===== src/rtl/alu_input_ctrl_if.sv =====
// Button/switch inputs and ALU control outputs of the board ALU front end.
// The bench drives through master; the design sits on slave.
interface alu_input_ctrl_if;
  logic [2:0] button;
  logic [3:0] a_in;
  logic [3:0] b_in;
  logic [2:0] mode;
  logic       enable;
  logic [3:0] a_out;
  logic [3:0] b_out;
  logic [2:0] btn_pulse;

  modport master (
    output button, a_in, b_in,
    input  mode, enable, a_out, b_out, btn_pulse
  );

  modport slave (
    input  button, a_in, b_in,
    output mode, enable, a_out, b_out, btn_pulse
  );
endinterface


===== src/rtl/alu_input_ctrl.sv =====
// ALU front end: per-button sync + debounce + press pulse, mode/enable control
// and operand capture on the enable rising edge.
module alu_input_ctrl_lane #(
  parameter int DEBOUNCE_CYCLES = 1000000
) (
  input  logic clk,
  input  logic rst,
  input  logic raw,
  output logic pulse
);
  localparam int CW = $clog2(DEBOUNCE_CYCLES);
  localparam logic [CW-1:0] CMAX = CW'(DEBOUNCE_CYCLES - 1);

  logic          s1, s2, stable;
  logic [CW-1:0] cnt;

  // Any cycle agreeing with the accepted level restarts the window.
  always_ff @(posedge clk) begin
    if (rst) begin
      s1     <= 1'b0;
      s2     <= 1'b0;
      stable <= 1'b0;
      cnt    <= '0;
      pulse  <= 1'b0;
    end else begin
      s1    <= raw;
      s2    <= s1;
      pulse <= 1'b0;
      if (s2 == stable) begin
        cnt <= '0;
      end else if (cnt == CMAX) begin
        stable <= s2;
        cnt    <= '0;
        pulse  <= s2;
      end else begin
        cnt <= cnt + CW'(1);
      end
    end
  end
endmodule

module alu_input_ctrl #(
  parameter int DEBOUNCE_CYCLES = 1000000
) (
  input logic             clk,
  input logic             rst,
  alu_input_ctrl_if.slave bus
);
  localparam int NUM_LANES = 3;
  localparam int VEC_W     = 4;

  logic [NUM_LANES-1:0]        pulse;
  logic [1:0][VEC_W-1:0]       sw_s1, sw_s2;
  logic [2:0]                  mode, mode_nxt;
  logic                        enable, en_nxt, capture;
  logic [VEC_W-1:0]            a_q, b_q;

  for (genvar i = 0; i < NUM_LANES; i++) begin : g_lane
    alu_input_ctrl_lane #(.DEBOUNCE_CYCLES(DEBOUNCE_CYCLES)) u_lane (
      .clk   (clk),
      .rst   (rst),
      .raw   (bus.button[i]),
      .pulse (pulse[i])
    );
  end

  // Enable toggle wins over mode buttons; both mode buttons together only drop enable.
  always_comb begin
    mode_nxt = mode;
    en_nxt   = enable;
    capture  = 1'b0;
    if (pulse[2]) begin
      en_nxt  = ~enable;
      capture = ~enable;
    end else if (pulse == 3'b010) begin
      mode_nxt = mode + 3'd1;
      en_nxt   = 1'b0;
    end else if (pulse == 3'b001) begin
      mode_nxt = mode - 3'd1;
      en_nxt   = 1'b0;
    end else if (pulse == 3'b011) begin
      en_nxt = 1'b0;
    end
  end

  always_ff @(posedge clk) begin
    if (rst) begin
      sw_s1  <= '0;
      sw_s2  <= '0;
      mode   <= '0;
      enable <= 1'b0;
      a_q    <= '0;
      b_q    <= '0;
    end else begin
      sw_s1  <= {bus.b_in, bus.a_in};
      sw_s2  <= sw_s1;
      mode   <= mode_nxt;
      enable <= en_nxt;
      if (capture) begin
        a_q <= sw_s2[0];
        b_q <= sw_s2[1];
      end
    end
  end

  assign bus.mode      = mode;
  assign bus.enable    = enable;
  assign bus.a_out     = a_q;
  assign bus.b_out     = b_q;
  assign bus.btn_pulse = pulse;
endmodule


===== src/flat_wrapper.sv =====
// flat-port wrapper written by rule: the top's interface ports become plain ports
module alu_input_ctrl_flat 
#(
  parameter int DEBOUNCE_CYCLES = 1000000
)
  (clk, rst, bus_button, bus_a_in, bus_b_in, bus_mode, bus_enable, bus_a_out, bus_b_out, bus_btn_pulse);
  alu_input_ctrl_if bus_i ();
  input logic clk;
  input logic rst;
  input wire logic [$bits(bus_i.button)-1:0] bus_button;
  input wire logic [$bits(bus_i.a_in)-1:0] bus_a_in;
  input wire logic [$bits(bus_i.b_in)-1:0] bus_b_in;
  output wire logic [$bits(bus_i.mode)-1:0] bus_mode;
  output wire logic [$bits(bus_i.enable)-1:0] bus_enable;
  output wire logic [$bits(bus_i.a_out)-1:0] bus_a_out;
  output wire logic [$bits(bus_i.b_out)-1:0] bus_b_out;
  output wire logic [$bits(bus_i.btn_pulse)-1:0] bus_btn_pulse;
  assign bus_i.button = bus_button;
  assign bus_i.a_in = bus_a_in;
  assign bus_i.b_in = bus_b_in;
  assign bus_mode = bus_i.mode;
  assign bus_enable = bus_i.enable;
  assign bus_a_out = bus_i.a_out;
  assign bus_b_out = bus_i.b_out;
  assign bus_btn_pulse = bus_i.btn_pulse;
  alu_input_ctrl #(.DEBOUNCE_CYCLES(DEBOUNCE_CYCLES)) u_core (.clk(clk), .rst(rst), .bus(bus_i));
endmodule

===== config.mk =====
export PLATFORM = sky130hd
export DESIGN_NAME = alu_input_ctrl_flat
export DESIGN_NICKNAME = d
export VERILOG_FILES = /design/src/rtl/alu_input_ctrl_if.sv /design/src/rtl/alu_input_ctrl.sv /design/src/flat_wrapper.sv
export SDC_FILE = /design/constraint.sdc
export NUM_CORES = 1
export LEC_CHECK = 0
export CAP_MARGIN = 25
export CORE_UTILIZATION = 29
export DETAILED_ROUTE_END_ITERATION = 12
export HOLD_SLACK_MARGIN = 0.05
export SYNTH_ARGS = -nofsm -noshare
export SYNTH_HDL_FRONTEND = slang
export SYNTH_SLANG_ARGS = --single-unit

===== constraint.sdc =====
create_clock -name clk -period 2.9 [get_ports clk]
set_input_delay 0.58 -clock clk [delete_from_list [all_inputs] [get_ports clk]]
set_output_delay 0.58 -clock clk [all_outputs]
set_load 0.01 [all_outputs]

==> metrics.md <==
| Metric | Value |
|---|---|
| Final Hold Vio Count | `0` |
| Design area | `4768 um^2` |
| Power Density | `534.7 nW/um^2` |
| Commonest non-fill, non-tap cell in the layout | `dfxtp_1` |
| Seq pwr share | `0.547` |
| CP Launch Type | `register` |
| Cell-internal power | `2018 uW` |
| Clock share of power | `0.433` |
| Register area share after synthesis | `0.4926` |
| Detailed Place HPWL | `5505 um` |
| Status | `completed` |
| Io pins | `28` |
| Met2 Usage GRT | `0.1753` |
| Row count | `42` |
| CTS tree | `done` |
| GRT busiest layer | `met2` |
| Clk_skew | `0.004849 ns` |
| R2R setup slack | `0.74 ns` |
| RSZ-0062 raised after global routing | `false` |
| Hold Path Depth | `2` |
| Post-CTS Resized | `0` |
| Post-Syn Area per Cell | `8.951 um^2` |
| CTS buffer count | `9` |
| Final wirelength | `7652 um` |
| Endpoint class of the critical path | `register` |
| Sw Share | `0.2086` |
| Via count | `3088` |
| YS warnings | `0` |
| Fin crit share | `0.7447` |
| Number of global-route vias before repair | `2844` |
| Die area | `14490 um^2` |
| Critical hold path startpoint | `u_core.sw_s2[5]` |
| Slowest stage cell, crit path | `or4_1` |
| Critical Path AT | `2.42 ns` |
| Cells on worst reg2reg path | `5` |
| Fmax | `463.0 MHz` |
| CP required | `3.16 ns` |
| Power, Total | `2550 uW` |
| Pin count of the biggest net entering global routing | `21` |
| Max Slew Vio Count | `0` |
| Yosys top cell by area | `dfxtp_1` |
| Root buffer cell | `clkbuf_16` |
| Crit-path max cell delay | `0.63 ns` |
| Bufs on Longest Clock Path | `2` |
| Commonest non-fill, non-tap cells in the layout | `dfxtp_1 (100), nor2_1 (43), nand2_1 (39)` |
| Type of the most critical hold path | `register to register` |
| Setup-failing EPs final | `0` |
| Setup repair bufs after CTS | `0` |
| Routability cong. | `0.7934` |
| IO Port Bufs | `27` |
| Slew margin rel. | `0.6545` |
| First-pass GRT wire length | `13030 um` |
| Clk sinks | `100` |
| R2R Path End | `u_core.g_lane[1].u_lane.cnt[18]` |
| Worst r2r src | `u_core.g_lane[1].u_lane.cnt[0]` |
| Vias per cell | `4.715` |
| Starting Density | `0.3021` |
| Initial antenna violation count | `1` |
| # DRC | `0` |
| Hold path endpoint | `u_core.bus.b_out[1]` |
| Area share of the largest cell type after synthesis | `0.4926` |
| Global Route met3 Usage | `0.03208` |
| All-Layer GR Usage | `0.1144` |
| Switch Pwr | `531.8 uW` |
| Mapped Area | `4064 um^2` |
| CP dominant cell by count | `or4_1` |
| Pre-antenna DRT Iters | `4` |
| Dominant cells by area after synthesis | `dfxtp_1 (49%), a21oi_1 (4.3%), xnor2_1 (4.3%)` |
| Area of placed instances | `4491 um^2` |
| Util after Layout | `0.3544` |
| Asr flop ratio synth | `0` |
| Total grt overflow | `0` |
| Die width | `120.4 um` |
| Die height | `120.4 um` |
| Total core area | `13450 um^2` |
| CP Cell Sequence | `ha_1 > nand2_1 > or4_1 > or4_1 > a21oi_1` |
| ANT cells | `0` |
| Leak | `0.001456 uW` |
| WL/cell | `11.68 um` |
| Final hold slack | `0.4359 ns` |
| Area Growth Syn to Fin | `17.33%` |
| Synth Flop Type | `dfxtp_1` |
| Share of cells above drive strength 1 | `0.06263` |
| Post-route ant nets | `0` |
| Post-synth cell types | `42` |
| Critical Setup Path Class | `register to register` |
| H-tree Lvls | `3` |
| TNS Setup | `0 ns` |
| Initial DRC Count | `213` |
| Post-synth EDFFs | `0` |
| GR Util met1 | `0.1445` |
| Reported max-cap violation count | `0` |
| Worst Path Max Fanout | `8` |
| # hold bufs at CTS | `0` |
| Maximum vdd drop | `321.3 uV` |
| Post-Syn Instances | `454` |
| Tmin final | `2.160 ns` |
| Synthesized flop and latch total | `100` |
| Worst-margin pin slew | `0.5172 ns` |
| Comb power frac | `0.020` |
| Skew-Pair Late Insertion Delay | `0.34 ns` |
| Nets | `492` |
| Reg clk slew, reported paths | `0.06 ns` |
| Syn Nets | `471` |
worst max-delay path: cells and delay by family (launching register included):
kind            cells  cell delay, ns
compound gates      1            0.16
simple gates        3            1.24
flops               1            0.41
fa+ha+maj           1            0.27
area by class of cell:
class | count | area (um^2)
fill | 1403 | 8685
sequential | 100 | 2002
multi-input combinational | 320 | 1916
timing repair buffer | 32 | 307.8
clock buffer | 10 | 239.0
tap | 176 | 220.2
inverter | 12 | 45.04
clock inverter | 5 | 38.79
per-stage QoR:
| stage | std cells | worst slack, ns |
|---|---|---|
| 4_1_cts | 655 | 0.7619 |
| 5_1_grt | 655 | 0.6395 |
| 6_report | 655 | 0.7404 |
| 2_1_floorplan | 454 | 0.9509 |
| 3_5_place_dp | 640 | 0.7745 |
| 3_3_place_gp | 640 | 0.8496 |
power groups by stage:
stage | combinational [uW] | clock (uW) | sequential, uW
2_1_floorplan | 26.3 | 0 | 1420
3_3_place_gp | 50.9 | 0 | 1420
3_5_place_dp | 51.8 | 0 | 1430
4_1_cts | 51.8 | 1140 | 1390
5_1_grt | 56.5 | 1210 | 1390
6_report | 51.2 | 1100 | 1390
state kept, by name, summed over array words and instances, names as in the netlist:
| signal | count |
|---|---|
| u_core.bus.a_out | 4 |
| u_core.bus.b_out | 4 |
| u_core.bus.enable | 1 |
| u_core.bus.mode | 3 |
| u_core.g_lane.u_lane.cnt | 60 |
| u_core.g_lane.u_lane.pulse | 3 |
| u_core.g_lane.u_lane.s1 | 3 |
| u_core.g_lane.u_lane.s2 | 3 |
| u_core.g_lane.u_lane.stable | 3 |
| u_core.sw_s1 | 8 |
| u_core.sw_s2 | 8 |
worst max-delay path by stage:
stage	from	end	slack, ns	depth (start not counted)
finish	u_core.g_lane[1].u_lane.cnt[0]	u_core.g_lane[1].u_lane.cnt[18]	0.74	5
global route	u_core.g_lane[1].u_lane.cnt[0]	u_core.g_lane[1].u_lane.cnt[18]	0.64	5
detailed placement	u_core.g_lane[1].u_lane.cnt[0]	u_core.g_lane[1].u_lane.cnt[18]	0.77	5
floorplan	u_core.g_lane[1].u_lane.cnt[0]	u_core.g_lane[1].u_lane.cnt[18]	0.95	6
CTS	u_core.g_lane[1].u_lane.cnt[0]	u_core.g_lane[1].u_lane.cnt[18]	0.76	5
global placement	rst	u_core.g_lane[1].u_lane.pulse	0.85	3
per-layer routing:
layer | share of wire | wire (um)
met2 | 0.43 | 3302
met1 | 0.51 | 3869
met4 | 0.025 | 195
met3 | 0.037 | 284
met5 | 0 | 0
synthesized netlist by cell type, types with 3 or more instances:
library cell and n:
dfxtp_1 100, nor2_1 43, nand2_1 39, a21oi_1 35, nor2b_1 24, xnor2_1 20, nand3_1 19, xor2_1 17
or3_1 16, o21ai_0 15, or4_1 14, clkbuf_1 12, inv_1 12, nand4_1 12, o31ai_1 11, and3_1 8
nor3_1 6, and2_1 5, buf_2 5, and4_1 4, nor4_1 4, buf_4 3, ha_1 3, o21ai_1 3
cell families after synthesis:
| kind of cell | share of synthesized area |
|---|---|
| AOI/OAI and AO/OA | 0.08775 |
| xor gates and xnor gates | 0.07974 |
| adders and majority gates | 0.01416 |
| buffers and inverters | 0.03602 |
| DFF | 0.4926 |
| muxes | 0.002463 |
| and+or+nand+nor | 0.2873 |
Note: power is estimated with default switching activity, not from simulation.
